==> config.mk <==
export PLATFORM = sky130hd
export DESIGN_NAME = display_scan_ctrl_flat
export DESIGN_NICKNAME = d
export VERILOG_FILES = /design/src/rtl/display_scan_if.sv /design/src/rtl/display_scan_ctrl.sv /design/src/flat_wrapper.sv
export SDC_FILE = /design/constraint.sdc
export NUM_CORES = 1
export LEC_CHECK = 0
export ABC_AREA = 1
export CELL_PAD_IN_SITES_DETAIL_PLACEMENT = 2
export CELL_PAD_IN_SITES_GLOBAL_PLACEMENT = 2
export CORE_ASPECT_RATIO = 0.6
export CORE_UTILIZATION = 33
export CTS_BUF_LIST = sky130_fd_sc_hd__clkbuf_16
export CTS_CLUSTER_DIAMETER = 50
export DETAILED_ROUTE_END_ITERATION = 7
export GPL_TIMING_DRIVEN = 0
export PLACE_DENSITY_LB_ADDON = 0.1
export SETUP_SLACK_MARGIN = 0.15
export SYNTH_ARGS = -nofsm -noshare
export SYNTH_HDL_FRONTEND = slang
export SYNTH_SLANG_ARGS = --single-unit
==> constraint.sdc <==
create_clock -name clk -period 4.1 [get_ports clk]
set_clock_uncertainty 0.15 [all_clocks]
set_input_delay 0.82 -clock clk [delete_from_list [all_inputs] [get_ports clk]]
set_output_delay 0.82 -clock clk [all_outputs]
set_load 0.01 [all_outputs]
==> src/rtl/display_scan_if.sv <==
// Link between the display scan driver and the BCD-to-7-segment decoder.
// The master side snapshots the digits and drives the select, nibble and enable.
interface display_scan_if;
    logic        disp_on;
    logic [15:0] digits;
    logic [3:0]  blink_mask;
    logic        blank_lz;
    logic        en;
    logic [1:0]  en_2;
    logic [3:0]  num;
    logic        frame_start;

    modport master (
        input  disp_on, digits, blink_mask, blank_lz,
        output en, en_2, num, frame_start
    );

    modport slave (
        output disp_on, digits, blink_mask, blank_lz,
        input  en, en_2, num, frame_start
    );
endinterface

==> src/rtl/display_scan_ctrl.sv <==
// Time-multiplexed 4-digit scan driver: per-frame snapshot, digit select,
// per-digit blinking and optional leading-zero blanking of digit 0.
module display_scan_ctrl #(
    parameter int REFRESH_DIV = 100000,
    parameter int BLINK_DIV   = 250
) (
    input  logic           clk,
    input  logic           rst,
    display_scan_if.master bus
);
    localparam int PW = (REFRESH_DIV > 1) ? $clog2(REFRESH_DIV) : 1;
    localparam int BW = (BLINK_DIV > 0) ? $clog2(BLINK_DIV + 1) : 1;
    localparam logic [PW-1:0] PRE_MAX = PW'(REFRESH_DIV - 1);
    localparam logic [BW-1:0] BLK_MAX = BW'(BLINK_DIV - 1);

    logic [PW-1:0] pre_q, pre_d;
    logic [BW-1:0] blk_q, blk_d;
    logic          phase_q, phase_d;
    logic [1:0]    sel_q, sel_d;
    logic [15:0]   snap_dig_q, snap_dig_d;
    logic [3:0]    snap_mask_q, snap_mask_d;
    logic          snap_lz_q, snap_lz_d;
    logic          en_q, en_d;
    logic [3:0]    num_q, num_d;
    logic          fs_q, fs_d;
    logic          tick;

    // Per-digit views of the snapshot that will be in force after this edge.
    logic [3:0] snap_nib [4];
    logic [3:0] blink_sel;

    genvar gi;
    generate
        for (gi = 0; gi < 4; gi++) begin : g_digit
            assign snap_nib[gi]  = snap_dig_d[15 - 4*gi -: 4];
            assign blink_sel[gi] = snap_mask_d[3 - gi];
        end
    endgenerate

    assign tick = (pre_q == PRE_MAX);

    always_comb begin
        pre_d       = tick ? '0 : pre_q + 1'b1;
        blk_d       = blk_q;
        phase_d     = phase_q;
        sel_d       = sel_q;
        snap_dig_d  = snap_dig_q;
        snap_mask_d = snap_mask_q;
        snap_lz_d   = snap_lz_q;
        fs_d        = 1'b0;
        if (tick) begin
            sel_d = sel_q + 2'd1;
            if (blk_q == BLK_MAX) begin
                blk_d   = '0;
                phase_d = ~phase_q;
            end else begin
                blk_d = blk_q + 1'b1;
            end
            // Capture only at the frame wrap so a frame never mixes old and new data.
            if (sel_q == 2'd3) begin
                snap_dig_d  = bus.digits;
                snap_mask_d = bus.blink_mask;
                snap_lz_d   = bus.blank_lz;
                fs_d        = 1'b1;
            end
        end
    end

    always_comb begin
        en_d  = en_q;
        num_d = num_q;
        if (tick) begin
            num_d = snap_nib[sel_d];
            en_d  = bus.disp_on
                  & ~(blink_sel[sel_d] & phase_d)
                  & ~((sel_d == 2'd0) & snap_lz_d & (snap_nib[0] == 4'd0));
        end
    end

    always_ff @(posedge clk) begin
        if (rst) begin
            pre_q       <= '0;
            blk_q       <= '0;
            phase_q     <= 1'b0;
            sel_q       <= 2'd0;
            snap_dig_q  <= 16'd0;
            snap_mask_q <= 4'd0;
            snap_lz_q   <= 1'b0;
            en_q        <= 1'b0;
            num_q       <= 4'd0;
            fs_q        <= 1'b0;
        end else begin
            pre_q       <= pre_d;
            blk_q       <= blk_d;
            phase_q     <= phase_d;
            sel_q       <= sel_d;
            snap_dig_q  <= snap_dig_d;
            snap_mask_q <= snap_mask_d;
            snap_lz_q   <= snap_lz_d;
            en_q        <= en_d;
            num_q       <= num_d;
            fs_q        <= fs_d;
        end
    end

    assign bus.en          = en_q;
    assign bus.en_2        = sel_q;
    assign bus.num         = num_q;
    assign bus.frame_start = fs_q;
endmodule
==> src/flat_wrapper.sv <==
// flat-port wrapper written by rule: the top's interface ports become plain ports
module display_scan_ctrl_flat 
#(
    parameter int REFRESH_DIV = 100000,
    parameter int BLINK_DIV   = 250
)
  (clk, rst, bus_disp_on, bus_digits, bus_blink_mask, bus_blank_lz, bus_en, bus_en_2, bus_num, bus_frame_start);
  display_scan_if bus_i ();
  input  logic clk;
  input  logic rst;
  input wire logic [$bits(bus_i.disp_on)-1:0] bus_disp_on;
  input wire logic [$bits(bus_i.digits)-1:0] bus_digits;
  input wire logic [$bits(bus_i.blink_mask)-1:0] bus_blink_mask;
  input wire logic [$bits(bus_i.blank_lz)-1:0] bus_blank_lz;
  output wire logic [$bits(bus_i.en)-1:0] bus_en;
  output wire logic [$bits(bus_i.en_2)-1:0] bus_en_2;
  output wire logic [$bits(bus_i.num)-1:0] bus_num;
  output wire logic [$bits(bus_i.frame_start)-1:0] bus_frame_start;
  assign bus_i.disp_on = bus_disp_on;
  assign bus_i.digits = bus_digits;
  assign bus_i.blink_mask = bus_blink_mask;
  assign bus_i.blank_lz = bus_blank_lz;
  assign bus_en = bus_i.en;
  assign bus_en_2 = bus_i.en_2;
  assign bus_num = bus_i.num;
  assign bus_frame_start = bus_i.frame_start;
  display_scan_ctrl #(.REFRESH_DIV(REFRESH_DIV), .BLINK_DIV(BLINK_DIV)) u_core (.clk(clk), .rst(rst), .bus(bus_i));
endmodule
[Word-level counts from Yosys, hierarchy flattened]
Cells that the tools add are included.
Storage, ports and cells
  register bits: 55
  input bits: 24
  word-level logic and storage cells: 48
Operators by class
  add/subtract/negate cells: 3
  magnitude comparators: 2
  equal/unequal tests: 3
  mux-type cells: 16
  bitwise gates (word level): 10
  reduce and logical (&&, ||, !) cells: 4
Operators by type and width (number)
  16-bit two-way mux: 2
  17-bit by 1-bit adder with 17-bit output (second input constant): 1
  17-bit equality test (second input constant): 1
  4-bit two-way mux: 4
  8-bit by 1-bit adder with 8-bit output (second input constant): 1
  4-bit binary-select mux with 2-bit select: 1
  8-bit equality test (second input constant): 1
  8-bit two-way mux: 1
  1-bit two-way mux: 6
  1-bit bitwise AND: 5
  4-bit logical NOT: 1
  1-bit inverter: 4
  2-bit OR reduction: 2
  3-bit greater-or-equal comparator (second input constant): 1
  2-bit by 3-bit < comparator with 1-bit output (second input constant): 1
  2-bit inverter with 3-bit output: 1
  2-bit by 1-bit adder with 2-bit output (second input constant): 1
  1-bit binary-select mux with 2-bit select: 1
  2-bit equality test (second input constant): 1
  2-bit logical NOT: 1
  2-bit two-way mux: 1

[Logic depth before layout (Yosys ltp)]
  depth in word-level cells: 9
  depth in mapped cells: 16
  gate-level depth less buffers: 15

[Least setup slack after synthesis]
Ideal clock, no wire load.
  kind: register to register
  from: register u_core.pre_q[0]
  to: register u_core.en_q (netlist: u_core.bus.en)
  setup time: 112 ps
  arrival time: 1673 ps
  path slack: 2164 ps
  cell stages (with the launch flop): 17
  path buffers: 2
  path through: dfxtp_1 > ha_1 > nand2_1 > inv_1 > nand2_2 > nor2_4 > nand3_4 > buf_6 > nand2_2 > nand2_2 > buf_6 > nand2_1 > nand2_1 > nand2_1 > nand3_1 > nand2_1 > nand2_1
Between the ends
  word-level cells in the longest chain between the ends: 8
  elaborated cells between the ends (all ways): 17
  those cells by class: 1 x eq/ne; 7 x mux; 7 x bitwise; 2 x reduce/logical
RTL lines
  from (decl): RTL line display_scan_ctrl.sv:16  | logic [PW-1:0] pre_q, pre_d;
  from (signal assigned): RTL line display_scan_ctrl.sv:93  | pre_q <= pre_d;
  17-bit equality test (*): RTL line display_scan_ctrl.sv:40  | assign tick = (pre_q == PRE_MAX);
  4-bit two-way mux or 2-bit two-way mux (tied branches): RTL line display_scan_ctrl.sv:51  | if (tick) begin
  1-bit binary-select mux with 2-bit select: RTL line display_scan_ctrl.sv:75  | & ~(blink_sel[sel_d] & phase_d)
  1-bit two-way mux (not written as such): RTL line display_scan_ctrl.sv:75
  1-bit bitwise AND: RTL line display_scan_ctrl.sv:75
  1-bit inverter: RTL line display_scan_ctrl.sv:75
  1-bit bitwise AND: RTL line display_scan_ctrl.sv:75
  1-bit bitwise AND: RTL line display_scan_ctrl.sv:76  | & ~((sel_d == 2'd0) & snap_lz_d & (snap_nib[0] == 4'd0));
  to (signal assigned): RTL line display_scan_ctrl.sv:100  | en_q <= en_d;
  to (decl): RTL line display_scan_ctrl.sv:23  | logic en_q, en_d;
Mark *: on every way between the ends. The rest lies on a longest branch, timed or not. The select of a mux whose other input is x is not followed.
A chain may end at the register's enable or synchronous reset.

[Worst setup path in the final report]
Same ends and word-level chain as after synthesis.

==> results.md <==
- Status: finished with violations
- Failing checks: DRC
- Hold path depth: 1
- FP Rows: 26
- Hold Buf Count CTS: 0
- Fin util: 0.4090
- Worst hold start: u_core.pre_q[0]$_SDFF_PP0_
- CTS Sinks: 55
- Final WL: 10020 um
- Slew Viols, Final: 0
- Crit Path Category: reg -> reg
- I/O pin cnt: 32
- First-pass GRT wire length: 15370 um
- Vias in the first global route: 2958
- Cells after synthesis: 449
- Starting Density: 0.3413
- Worst endpoint required time: 4.14 ns
- Yosys Warn Count: 0
- Hold Path Class: reg -> reg
- Area grow syn2layout: 19.83%
- Mapped cell area: 2909 um2
- Fin crit period: 2.534 ns
- Mean Syn Cell Area: 6.479 um2
- Die height: 74.73 um
- Initial antenna violation count: 0
- Syn_nets: 477
- Share of layout cells above drive strength 1: 0.06160
- Clk_lat worst skew: 0.30 ns
- Worst R2R Path Depth: 15
- Drt first pass iters: 6
- Max VDD drop: 0.0001489 V
- Largest net degree at the start of global routing: 16
- GP Congestion: 0.7410
- Setup Buffers After CTS: 0
- Worst Tran Pin Value: 0.6022 ns
- Die area: 9207 um2
- Post-CTS sizing: 0
- Final TNS setup: 0 ns
- Max-cap violations: 0
- Worst-path clk slew: 0.07 ns
- Slew headroom: 0.5985
- PortBufs: 30
- Final setup fails: 0
- Share of the synthesized area in the top cell type: 0.3785
- Die X: 123.2 um
- DRT iter0 DRCs: 123
- CP startpoint kind: flop
- Htree depth: 2
- CP Max Fanout: 10
- Hpwl dp: 7893 um
- WL per Instance: 16.73 um
- RSZ-0062 raised after global routing: false
- GRT Overall Usage: 0.2245
- Vias: 2925
- Seq/Total Area, Yosys: 0.3785
- Commonest cells after routing, fill and taps aside: nand2_1, dfxtp_1, nor2_1
- Diode count: 0
- Yosys top cell by area: dfxtp_1
- Residual DRC count: 1
- Final net count: 514
- CTS tree: yes
- Fin cells: 599
- CTS Buffer Depth: 2
- Critical path endpoint category: flop
- Fmax: 394.6 MHz
- Number of instances in the placed design: 591
- Via-to-Cell Ratio: 4.883
- Flop-to-flop setup slack: 1.57 ns
- Grt total ovfl: 0
- Final WS setup: 1.566 ns
- Final Hold Viols: 0
- PD cells: 287.0 nW/um2
- Register bit total from synthesis: 55
- Total CTS buffers: 5
- Core area: 8523 um2
- Clk root buf: clkbuf_16
- Final Power: 1.000 mW
- Pre-CTS setup slack: 1.616 ns
- Synth cell types: 29
- Arrival time at the worst endpoint: 2.57 ns
- Reg2reg start: u_core.pre_q[0]$_SDFF_PP0_
- Period utilization: 0.6181
- P_leak: 1.484 nW
- Top cells by area, synth: dfxtp_1, nand2_1, nor2_1
- End of the worst register-to-register path: u_core.bus.en$_SDFFE_PP0N_
- Most common cell after layout, fill and taps aside: nand2_1
- Final antenna-violating net count: 0
- Hold Path Sink: u_core.pre_q[0]$_SDFF_PP0_
[worst max path at each step]
| stage | startpoint | slack (ns) | endpoint | cells past startpoint |
|---|---|---|---|---|
| after floorplan | u_core.pre_q[0]$_SDFF_PP0_ | 2.16 | u_core.bus.en$_SDFFE_PP0N_ | 16 |
| after global placement | u_core.pre_q[0]$_SDFF_PP0_ | 1.70 | u_core.bus.en$_SDFFE_PP0N_ | 15 |
| after detailed placement | u_core.pre_q[0]$_SDFF_PP0_ | 1.62 | u_core.bus.en$_SDFFE_PP0N_ | 15 |
| after CTS | u_core.pre_q[0]$_SDFF_PP0_ | 1.58 | u_core.bus.num[1]$_SDFFE_PP0N_ | 15 |
| after global routing | u_core.pre_q[0]$_SDFF_PP0_ | 1.30 | u_core.bus.num[1]$_SDFFE_PP0N_ | 15 |
| final | u_core.pre_q[0]$_SDFF_PP0_ | 1.57 | u_core.bus.en$_SDFFE_PP0N_ | 15 |
[metrics by stage]
| stage | hold WS [ns] | area, um2 |
|---|---|---|
| final | 0.3002 | 3486 |
| after global routing | 0.3368 | 3486 |
| after CTS | 0.3027 | 3486 |
| after detailed placement | 0.2860 | 3349 |
| after global placement | 0.2785 | 3349 |
| after floorplan | 0.2675 | 2909 |
[cells in the mapped netlist (all sizes together)]
library cell  instances
nand2               182
clkbuf                8
inv                  43
nor3                 13
nand3                15
a31oi                 1
or2                   2
xnor2                 1
nor4                  1
nor3b                 5
dfxtp                55
ha                    4
o21a                  1
xor2                  6
nand3b                2
a21oi                25
nor2                 54
buf                   7
a21o                  1
nand4                 7
o21ai                16
[layer usage]
| layer | part of all wire | vias up | GRT usage | wire [um] |
|---|---|---|---|---|
| met2 | 0.45 | 25 | 0.3793 | 4554 |
| met4 | 0.0017 | 0 | 0.02008 | 17 |
| met5 | 0 | - | 0 | 0 |
| met3 | 0.026 | 4 | 0.03864 | 264 |
| li1 | - | 1471 | - | - |
| met1 | 0.52 | 1425 | 0.3132 | 5183 |
[flip-flops by register name (all words and copies together) (netlist names)]
signal                  cells
u_core.snap_mask_q          4
u_core.pre_q               17
u_core.phase_q              1
u_core.bus.frame_start      1
u_core.bus.en               1
u_core.blk_q                8
u_core.bus.en_2             2
u_core.snap_dig_q          16
u_core.snap_lz_q            1
u_core.bus.num              4
[cell type report]
cell class | instances | area (um2)
inverters | 43 | 161.4
repair buffers | 30 | 300.3
well taps | 112 | 140.1
flip-flops and latches | 55 | 1101
plain buffers | 15 | 102.6
clock inverters | 3 | 11.26
fillers | 1070 | 5037
multi-input cells | 336 | 1544
clock buffers | 5 | 125.1
[power breakdown]
| group | switching, mW | total, mW | internal (mW) | leakage [nW] |
|---|---|---|---|---|
| registers | 0.00177 | 0.538 | 0.536 | 0.443 |
| logic | 0.0178 | 0.0403 | 0.0225 | 0.970 |
| clock network | 0.201 | 0.422 | 0.221 | 0.0701 |
[critical path, cell delays in order (launching register included)]
cell and delay [ns]:
dfxtp_1 0.36, ha_1 0.18, nand2_1 0.09, inv_1 0.11
nand2_2 0.11, nor2_4 0.24, nand3_4 0.11, buf_6 0.17
nand2_1 0.06, nand2_1 0.25, nand2_1 0.21, nand2_1 0.07
nand2_1 0.10, nand3_1 0.09, nand2_1 0.08, nand2_1 0.05
[logic make-up (layout without fill, tap and decap cells)]
family / Yosys count / count (layout) / synth area share
AND/OR/NAND/NOR: 281 / 281 / 0.4146
buffers and inverters: 58 / 96 / 0.09075
flip-flops: 55 / 55 / 0.3785
AO/OA/AOI/OAI: 44 / 44 / 0.07785
XOR/XNOR: 7 / 7 / 0.02108
adder cells (fa/ha/maj): 4 / 4 / 0.01720
No activity file was read; power rests on OpenSTA's default activity.
